`src/rtl/collision_scan_engine.sv`:
```
// Time-multiplexed AABB collision engine: scans every entity/obstacle pair
// once per frame edge, one pair per sysClk, and publishes results atomically.
module collision_scan_engine #(
    parameter int NUM_ENT = 4,
    parameter int NUM_OBS = 8,
    parameter int COORD_W = 10,
    parameter int RAD_W   = 8,
    parameter int IDX_W   = (NUM_OBS > 1) ? $clog2(NUM_OBS) : 1
) (
    input  logic                       sysClk,
    input  logic                       reset_n,
    input  logic                       frameClk,
    input  logic [NUM_ENT*COORD_W-1:0] entPosX,
    input  logic [NUM_ENT*COORD_W-1:0] entPosY,
    input  logic [NUM_ENT*RAD_W-1:0]   entRadX,
    input  logic [NUM_ENT*RAD_W-1:0]   entRadY,
    input  logic [NUM_ENT-1:0]         entValid,
    input  logic [NUM_OBS*COORD_W-1:0] obsPosX,
    input  logic [NUM_OBS*COORD_W-1:0] obsPosY,
    input  logic [NUM_OBS*RAD_W-1:0]   obsRadX,
    input  logic [NUM_OBS*RAD_W-1:0]   obsRadY,
    input  logic [NUM_OBS-1:0]         obsValid,
    output logic [NUM_ENT-1:0]         collide,
    output logic [NUM_ENT*IDX_W-1:0]   hitIndex,
    output logic                       busy,
    output logic                       done,
    output logic                       overrun
);

    localparam int ENT_W = (NUM_ENT > 1) ? $clog2(NUM_ENT) : 1;
    localparam int CMP_W = ((COORD_W > RAD_W) ? COORD_W : RAD_W) + 1;

    typedef enum logic [1:0] {
        S_IDLE,
        S_SCAN,
        S_COMMIT
    } state_t;

    state_t r_state;
    state_t w_state_nxt;

    logic                     r_frame_q;
    logic [ENT_W-1:0]         r_ent;
    logic [IDX_W-1:0]         r_obs;
    logic [NUM_ENT-1:0]       r_sh_col;
    logic [NUM_ENT*IDX_W-1:0] r_sh_idx;
    logic [NUM_ENT-1:0]       r_collide;
    logic [NUM_ENT*IDX_W-1:0] r_hit;
    logic                     r_done;
    logic                     r_overrun;

    logic                     w_start;
    logic                     w_last_obs;
    logic                     w_last_pair;
    logic                     w_busy;
    logic [COORD_W-1:0]       w_ax, w_ay, w_bx, w_by;
    logic [RAD_W-1:0]         w_arx, w_ary, w_brx, w_bry;
    logic signed [COORD_W:0]  w_dx, w_dy;
    logic [COORD_W:0]         w_adx, w_ady;
    logic [RAD_W:0]           w_sx, w_sy;
    logic                     w_hit;
    logic [NUM_ENT-1:0]       w_sh_col_nxt;
    logic [NUM_ENT*IDX_W-1:0] w_sh_idx_nxt;

    assign w_start     = frameClk & ~r_frame_q;
    assign w_last_obs  = (r_obs == IDX_W'(NUM_OBS - 1));
    assign w_last_pair = w_last_obs & (r_ent == ENT_W'(NUM_ENT - 1));

    always_ff @(posedge sysClk) begin
        if (!reset_n) r_state <= S_IDLE;
        else          r_state <= w_state_nxt;
    end

    always_comb begin
        w_state_nxt = r_state;
        w_busy      = 1'b0;
        unique case (r_state)
            S_IDLE:   if (w_start) w_state_nxt = S_SCAN;
            S_SCAN: begin
                w_busy = 1'b1;
                if (w_last_pair) w_state_nxt = S_COMMIT;
            end
            S_COMMIT: w_state_nxt = S_IDLE;
            default:  w_state_nxt = S_IDLE;
        endcase
    end

    // Operands of the pair under evaluation this cycle
    always_comb begin
        w_ax  = entPosX[r_ent*COORD_W +: COORD_W];
        w_ay  = entPosY[r_ent*COORD_W +: COORD_W];
        w_arx = entRadX[r_ent*RAD_W +: RAD_W];
        w_ary = entRadY[r_ent*RAD_W +: RAD_W];
        w_bx  = obsPosX[r_obs*COORD_W +: COORD_W];
        w_by  = obsPosY[r_obs*COORD_W +: COORD_W];
        w_brx = obsRadX[r_obs*RAD_W +: RAD_W];
        w_bry = obsRadY[r_obs*RAD_W +: RAD_W];
    end

    always_comb begin
        w_dx  = $signed({1'b0, w_ax}) - $signed({1'b0, w_bx});
        w_dy  = $signed({1'b0, w_ay}) - $signed({1'b0, w_by});
        w_adx = w_dx[COORD_W] ? $unsigned(-w_dx) : $unsigned(w_dx);
        w_ady = w_dy[COORD_W] ? $unsigned(-w_dy) : $unsigned(w_dy);
        w_sx  = {1'b0, w_arx} + {1'b0, w_brx};
        w_sy  = {1'b0, w_ary} + {1'b0, w_bry};
        w_hit = (CMP_W'(w_adx) < CMP_W'(w_sx))
              & (CMP_W'(w_ady) < CMP_W'(w_sy))
              & entValid[r_ent] & obsValid[r_obs];
    end

    // First hit per entity wins, so hitIndex is the lowest obstacle
    always_comb begin
        w_sh_col_nxt = r_sh_col;
        w_sh_idx_nxt = r_sh_idx;
        if ((r_state == S_SCAN) && w_hit && !r_sh_col[r_ent]) begin
            w_sh_col_nxt[r_ent]                 = 1'b1;
            w_sh_idx_nxt[r_ent*IDX_W +: IDX_W]  = r_obs;
        end
    end

    always_ff @(posedge sysClk) begin
        if (!reset_n) begin
            r_frame_q <= 1'b1;
            r_ent     <= '0;
            r_obs     <= '0;
            r_sh_col  <= '0;
            r_sh_idx  <= '0;
            r_collide <= '0;
            r_hit     <= '0;
            r_done    <= 1'b0;
            r_overrun <= 1'b0;
        end else begin
            r_frame_q <= frameClk;
            r_done    <= 1'b0;
            if (w_start && (r_state != S_IDLE)) r_overrun <= 1'b1;
            unique case (r_state)
                S_IDLE: begin
                    if (w_start) begin
                        r_ent    <= '0;
                        r_obs    <= '0;
                        r_sh_col <= '0;
                        r_sh_idx <= '0;
                    end
                end
                S_SCAN: begin
                    r_sh_col <= w_sh_col_nxt;
                    r_sh_idx <= w_sh_idx_nxt;
                    if (w_last_obs) begin
                        r_obs <= '0;
                        r_ent <= r_ent + 1'b1;
                    end else begin
                        r_obs <= r_obs + 1'b1;
                    end
                    // Publish on the edge that enters COMMIT, last pair included
                    if (w_last_pair) begin
                        r_ent     <= '0;
                        r_collide <= w_sh_col_nxt;
                        r_hit     <= w_sh_idx_nxt;
                        r_done    <= 1'b1;
                    end
                end
                default: ;
            endcase
        end
    end

    assign collide  = r_collide;
    assign hitIndex = r_hit;
    assign busy     = w_busy;
    assign done     = r_done;
    assign overrun  = r_overrun;

endmodule

```
`config.mk`:
```
export PLATFORM = sky130hd
export DESIGN_NAME = collision_scan_engine
export DESIGN_NICKNAME = d
export VERILOG_FILES = /design/src/rtl/collision_scan_engine.sv
export SDC_FILE = /design/constraint.sdc
export NUM_CORES = 1
export LEC_CHECK = 0
export CAP_MARGIN = 20
export CORE_AREA = 4 4 178 180
export CTS_BUF_LIST = sky130_fd_sc_hd__clkbuf_8
export DETAILED_ROUTE_END_ITERATION = 7
export DIE_AREA = 0 0 182 184
export SKIP_CTS_REPAIR_TIMING = 1
export SLEW_MARGIN = 20
export SYNTH_ARGS = -nofsm -noshare
export SYNTH_HDL_FRONTEND = slang
export SYNTH_SLANG_ARGS = --single-unit
```
`constraint.sdc`:
```
create_clock -name sysClk -period 8.4 [get_ports sysClk]
set_input_delay 1.26 -clock sysClk [delete_from_list [all_inputs] [get_ports sysClk]]
set_output_delay 1.26 -clock sysClk [all_outputs]
set_load 0.1 [all_outputs]
```
==> results.md, run 1 <==
- Status: finished clean
- Pin count of the biggest net entering global routing: 44
- Fill cells: between 2,000 and 3,000
- Cell-internal power: about 0.67 mW
- Die area: approximately 33,000 µm²
- Power density over the cells: a little over 80 nW/µm²
- Setup violators final: 0
- Hold WC Path Type: reg -> reg
- Worst-path clk slew: approximately 0.080 ns
- Clock Tree Buf Depth: 2
- Finished Layout Cells: 1,556
- H-tree Lvls: 2
- Starting Density: 0.2493
- Worst vdd ir: approximately 0.069 mV
- Flop pwr share: 0.202
- Worst slack, placed: ~1.1 ns
- RD Place Congestion: 0.8767
- Io pins: ~470
- Dpl cells: about 1,500
- Tmin final: about 7 ns
- Synthesized Nets: approximately 1,200
- CTS buffer count: 5
- Slew at the pin closest to its max-slew limit: 1.081 ns
- First-pass GRT wire length: 50.23 mm
- Pins Over Slew Limit: 0
- Grt ovf: 0
- Worst r2r src: r_obs[0]$_SDFFE_PN0P_
- Routed len/inst: 22.17 µm
- Worst Hold Margin: roughly 0.47 ns
- Routed via count: roughly 7,900
- # DRC: 0
- Crit end category: flop
- Synth Warn #: 0
- NetSw: roughly 0.36 mW
- CP startpoint kind: input pin
- Final period util: 0.8351
- Vias in the first global route: 8,117
- Global Route Usage Sum: 0.1927
- Synthesis-stage register bit count: between 40 and 50
- EDFF count, synth: 0
- Area occupied by multi-input gates: approximately 6300 µm²
- Number of vias per cell: approximately 5
- Clk root buf: clkbuf_8
- Initial antenna violation count: 3
- Final HPWL DP: approximately 29 mm
- Crit path kind: in -> reg
- Avg Cell Area, Syn: about 10 µm²
- Synth Instances: about 720
- Clock share of power: 0.133
- Final Hold Fails: 0
- Layout cells sized above 1: 0.1608
- Placed Instance Area: 12,540 µm²
- Fin nets: about 1,700
- Fin util: 0.4187
- Final std cell area, no fill: between 10,000 and 15,000 µm²
- Comb power frac: 0.665
- Slew HR: 0.2773
- Initial DRC Count: ~380
- Min-Delay Startpoint: r_sh_idx[4]$_SDFFE_PN0P_
- Top FF cell, synth: dfxtp_1
- Port Buf Inserts: around 470
- Post-synth top area share: 0.3292
- CTS tree: done
- Core Rows: 64
- Pleak: around 4.4 nW
- Cell type with the highest aggregate area in the netlist: mux4_2
- Die H: ~180 µm
- Worst EP required: ~8.6 ns
- Core area: around 30,000 µm²
- DRT Pass-1 Iters: 5
- Netlist Area Pre-Place: ~7500 µm²
- Worst Skew: about 0.0036 ns
- RSZ-0062 raised after global routing: false
- Post-synthesis sequential area ratio: 0.1117
- Post-DRT Antenna Nets: 0
- Synth cell types: 75
- Synthesis-to-finish area growth: 67.95%
- Overall power: just over 1 mW
- Final Worst Setup Slack: approximately 1.4 ns
- Die width: 182 µm
- Setup TNS: 0 ns
- Dominant cells by area after synthesis: mux4_2 (33%), dfxtp_1 (11%), ha_1 (11%)
- Worst Setup SP: obsPosY[73]
- Switching share of power: 0.3483
- Maxcap violations: 0
- Maximum clock rate: around 140 MHz
- FF/Latch Area: about 850 µm²
- Crit Path Max Fanout: 18
- Worst path arrival time: between 7 and 8 ns
- Detailed Route WL: around 34 mm
- CTS Sinks: 42
- Latest clock arrival within the worst-skew pair: about 0.3 ns
- Post-synth ARST share: 0
==> logic make-up (layout without fill, tap and decap cells) <==
kind of cell | after synthesis | in the layout | synth area share
compound gates | 172 | 172 | 0.1653
xor+xnor | 36 | 36 | 0.04189
fa+ha+maj | 70 | 70 | 0.1204
buf+inv | 80 | 514 | 0.04771
flops | 42 | 42 | 0.1117
mux | 158 | 158 | 0.3980
other cells | 0 | 3 | 0
simple gates | 165 | 165 | 0.1150
==> synth_stat cells (5+ instances only) <==
cell type / n
xor2_1: 10
a21boi_0: 8
o21a_1: 9
nand2_1: 42
a211oi_2: 9
ha_1: 66
a311oi_1: 10
clkbuf_1: 22
buf_6: 5
and2_1: 5
a21oi_1: 45
inv_1: 26
nand2b_1: 6
a31oi_1: 5
dfxtp_1: 42
or3_1: 6
nand3_1: 25
a21o_1: 5
and3_1: 6
o21bai_1: 9
mux2_2: 20
buf_2: 5
o21ai_0: 32
nor2_1: 36
mux2i_1: 27
nor2b_1: 8
buf_1: 17
nor3_1: 5
mux4_2: 110
xnor2_1: 26
==> routing by layer <==
metal	part of all wire	track usage
met5	0	0
met4	0.0096	0.02312
met3	0.057	0.03285
met2	0.52	0.3548
met1	0.41	0.2436
==> registers in the layout, indices dropped and copies added (netlist names) <==
register and cells:
r_obs 3, overrun 1, r_sh_col 4, collide 4
done 1, r_state 2, r_frame_q 1, r_ent 2
hitIndex 12, r_sh_idx 12
==> worst max-delay path, stage by stage <==
cell	delay [ns]
clkdlybuf4s50_1	0.47
mux4_2	0.50
mux2i_1	0.43
ha_1	0.37
o21ai_0	0.20
a21oi_1	0.13
o22a_1	0.25
a21o_1	0.19
a21oi_1	0.48
nand2_1	0.13
xnor2_1	0.16
ha_1	0.32
a2111oi_0	0.41
o221ai_1	0.19
a211oi_1	0.21
o311ai_0	0.17
a31o_2	0.27
a21oi_4	0.40
and3_1	0.45
mux2i_1	0.23
==> power groups by stage <==
stage               Combinational (mW)  Clock, mW  Sequential [mW]
floorplan                        0.391          0            0.206
global placement                 0.678          0            0.212
detailed placement               0.687          0            0.212
CTS                              0.691      0.142            0.208
global route                     0.756      0.148            0.208
finish                           0.682      0.137            0.207
==> cells in the final DEF, fill, tap and decap left out, types with 6 or more instances in the layout <==
cell type	netlist	final
a311oi_1	10	10
clkdlybuf4s50_1	0	465
dfxtp_1	42	37
nor2_1	36	36
or3_1	6	6
nor2b_1	8	8
a21oi_1	45	45
mux2i_1	27	27
and3_1	6	6
mux4_2	110	110
inv_1	26	26
a21boi_0	8	8
ha_1	66	66
o21a_1	9	9
buf_4	4	14
a211oi_2	9	9
nand3_1	25	25
clkbuf_8	0	6
o21bai_1	9	9
nand2_1	42	42
mux2_2	20	20
xnor2_1	26	26
xor2_1	10	10
o21ai_0	32	32
nand2b_1	6	6
==> final cells by class <==
class | count | share of cell area
multi-input combinational | 601 | 0.5005
clock inverter | 2 | 0.0009899
clock buffer | 6 | 0.006533
sequential | 42 | 0.06761
timing repair buffer | 479 | 0.3766
tap | 396 | 0.03920
inverter | 27 | 0.008018
antenna | 3 | 0.0005939
==> path summary, 6_finish.rpt <==
kind,endpoint,slack (ns),cells after the start
max reg2reg,r_sh_idx[2]$_SDFFE_PN0P_,1.80,19
min,r_sh_idx[4]$_SDFFE_PN0P_,0.47,2
min reg2reg,r_sh_idx[4]$_SDFFE_PN0P_,0.47,2
max,r_sh_idx[2]$_SDFFE_PN0P_,1.39,20
No activity file was read; power rests on OpenSTA's default activity.
==> run 2, diff against run 1 <==
--- a/config.mk
+++ b/config.mk
@@ -6,10 +6,10 @@
 export NUM_CORES = 1
 export LEC_CHECK = 0
 export CAP_MARGIN = 20
-export CORE_AREA = 4 4 178 180
+export CORE_AREA = 4 4 181 183
 export CTS_BUF_LIST = sky130_fd_sc_hd__clkbuf_8
 export DETAILED_ROUTE_END_ITERATION = 7
-export DIE_AREA = 0 0 182 184
+export DIE_AREA = 0 0 185 187
 export SKIP_CTS_REPAIR_TIMING = 1
 export SLEW_MARGIN = 20
 export SYNTH_ARGS = -nofsm -noshare
==> constraint.sdc (replaced) <==
create_clock -name sysClk -period 6 [get_ports sysClk]
set_input_delay 0.9 -clock sysClk [delete_from_list [all_inputs] [get_ports sysClk]]
set_output_delay 0.9 -clock sysClk [all_outputs]
set_load 0.1 [all_outputs]
==> results.md, run 2 (synthesis gave the netlist of run 1 again) <==
- CTS tree: done
- Worst-path clk slew: roughly 0.09 ns
- Commonest non-fill, non-tap cell in the layout: clkdlybuf4s50_1
- Clk root buf: clkbuf_8
- Die width: 185 µm
- Highest-count cells in the layout ignoring fill and taps: clkdlybuf4s50_1 (465), mux4_2 (110), ha_1 (65)
- Port Buf Inserts: 465
- Final period util: 0.9615
- Maximum clock rate: around 170 MHz
- Core area: approximately 31,000 µm²
- Global Route Usage Sum: 0.1927
- Area occupied by multi-input gates: 6417 µm²
- H-tree Lvls: 2
- Initial antenna violation count: 0
- DRT Pass-1 Iters: 5
- Status: finished clean
- Layout cells sized above 1: 0.2043
- CP startpoint kind: input pin
- Fin util: 0.4203
- Worst vdd ir: between 0.08 and 0.09 mV
- Die H: about 190 µm
- Routed len/inst: between 20 and 25 µm
- Core Rows: 65
- Antenna cells: 0
- Crit Path Max Fanout: 5
- Slew HR: 0.3110
- Pin count of the biggest net entering global routing: 34
- R2R cell count: 22
- Vias in the first global route: roughly 8,600
- Pleak: between 4 and 5 nW
- # DRC: 0
- Number of vias per cell: approximately 5
- Power density over the cells: about 120 nW/µm²
- Latest clock arrival within the worst-skew pair: about 0.30 ns
- Tmin final: 5.769 ns
- Final HPWL DP: just over 30 mm
- Slew at the pin closest to its max-slew limit: between 1 and 1.5 ns
- Hold WC Path Type: reg -> reg
- Post-DRT Antenna Nets: 0
- CTS buffer count: 5
- Initial DRC Count: 428
- Maxcap violations: 0
- Fill cells: ~3,000
- Worst EP required: 6.23 ns
- Final std cell area, no fill: 13,130 µm²
- Grt ovf: 0
- Setup violators final: 0
- Fin nets: 1,720
- Crit end category: flop
- Placed Instance Area: 12,940 µm²
- Pins Over Slew Limit: 0
- FF/Latch Area: 854.6 µm²
- Synthesis-to-finish area growth: 74.41%
- Clock Tree Buf Depth: 2
- Worst Skew: ~0.0087 ns
- RD Place Congestion: 0.8790
- WHS Path Cells: 2
- Starting Density: 0.2410
- Io pins: 466
- CTS Sinks: 42
- Final Hold Fails: 0
- First-pass GRT wire length: 51.28 mm
- Worst path arrival time: ~6 ns
- Final Worst Setup Slack: ~0.23 ns
- Die area: 34,600 µm²
- Crit path kind: in -> reg
- Detailed Route WL: between 30 and 40 mm
- Routed via count: slightly above 8,000
- Worst slack, placed: -0.2625 ns
run 2: changes by cell type in the layout (fill, tap and decap cells not counted), sizes merged:
cell / delta
diode: -3
a21oi: +1
buf: +46
run 2: final timing paths:
| path | start | to | slack (ns) |
|---|---|---|---|
| min | r_sh_idx[3]$_SDFFE_PN0P_ | r_sh_idx[3]$_SDFFE_PN0P_ | 0.46 |
| min reg2reg | r_sh_idx[3]$_SDFFE_PN0P_ | r_sh_idx[3]$_SDFFE_PN0P_ | 0.46 |
| max reg2reg | r_obs[0]$_SDFFE_PN0P_ | r_sh_idx[0]$_SDFFE_PN0P_ | 0.47 |
| max | obsPosY[20] | r_sh_idx[0]$_SDFFE_PN0P_ | 0.23 |
run 2: layer usage:
layer | routed length, µm | global-route usage | up-vias
li1 | - | - | 3833
met1 | 14610 | 0.2416 | 3961
met2 | 18320 | 0.3519 | 292
met3 | 2186 | 0.02937 | 38
met4 | 598 | 0.03331 | 0
met5 | 0 | 0 | -
run 2: cell type report:
cell class,instances,area share
clock inverter,2,0.0009532
inverter,27,0.007721
clock buffer,6,0.006291
tap,402,0.03832
sequential,42,0.06510
timing repair buffer,525,0.3927
multi-input combinational,602,0.4889
run 2: stage by stage:
stage               hold WS, ns    TNS, ns  power (mW)  std cells
detailed placement       0.4469     -6.501       1.329       1597
finish                   0.4629          0       1.556       1606
CTS                      0.4645          0       1.535       1605
global route             0.4802  -0.002071       1.677       1606
global placement         0.4424     -3.144       1.315       1597
floorplan                0.4341          0      0.8349        723
run 2: critical path, stage by stage:
cell and delay (ns):
clkdlybuf4s50_1 0.41, mux4_2 0.46, mux2_2 0.33, ha_1 0.21, fa_1 0.40, nand2b_1 0.21
a21oi_2 0.18, o22a_1 0.17, a21o_1 0.12, a21oi_1 0.10, buf_4 0.17, nand2_1 0.05
o21ai_0 0.08, ha_1 0.29, a21boi_0 0.12, o21a_1 0.17, o211ai_1 0.16, a21oi_1 0.09
a211o_1 0.31, a31o_2 0.31, a21oi_4 0.20, and3_1 0.21, buf_4 0.16, mux2i_1 0.18
run 2: power breakdown:
group          leakage [nW]  internal, mW  switching, mW
combinational          4.25         0.635          0.439
sequential            0.342         0.279        0.00356
clock                0.0472        0.0927          0.108
==> run 3, diff against run 2 <==
--- a/config.mk
+++ b/config.mk
@@ -5,7 +5,7 @@
 export SDC_FILE = /design/constraint.sdc
 export NUM_CORES = 1
 export LEC_CHECK = 0
-export CAP_MARGIN = 20
+export CAP_MARGIN = 15
 export CORE_AREA = 4 4 181 183
 export CTS_BUF_LIST = sky130_fd_sc_hd__clkbuf_8
 export DETAILED_ROUTE_END_ITERATION = 7
==> results of run 3 <==
The final DEF is identical to that of run 2; final timing and power are the same.
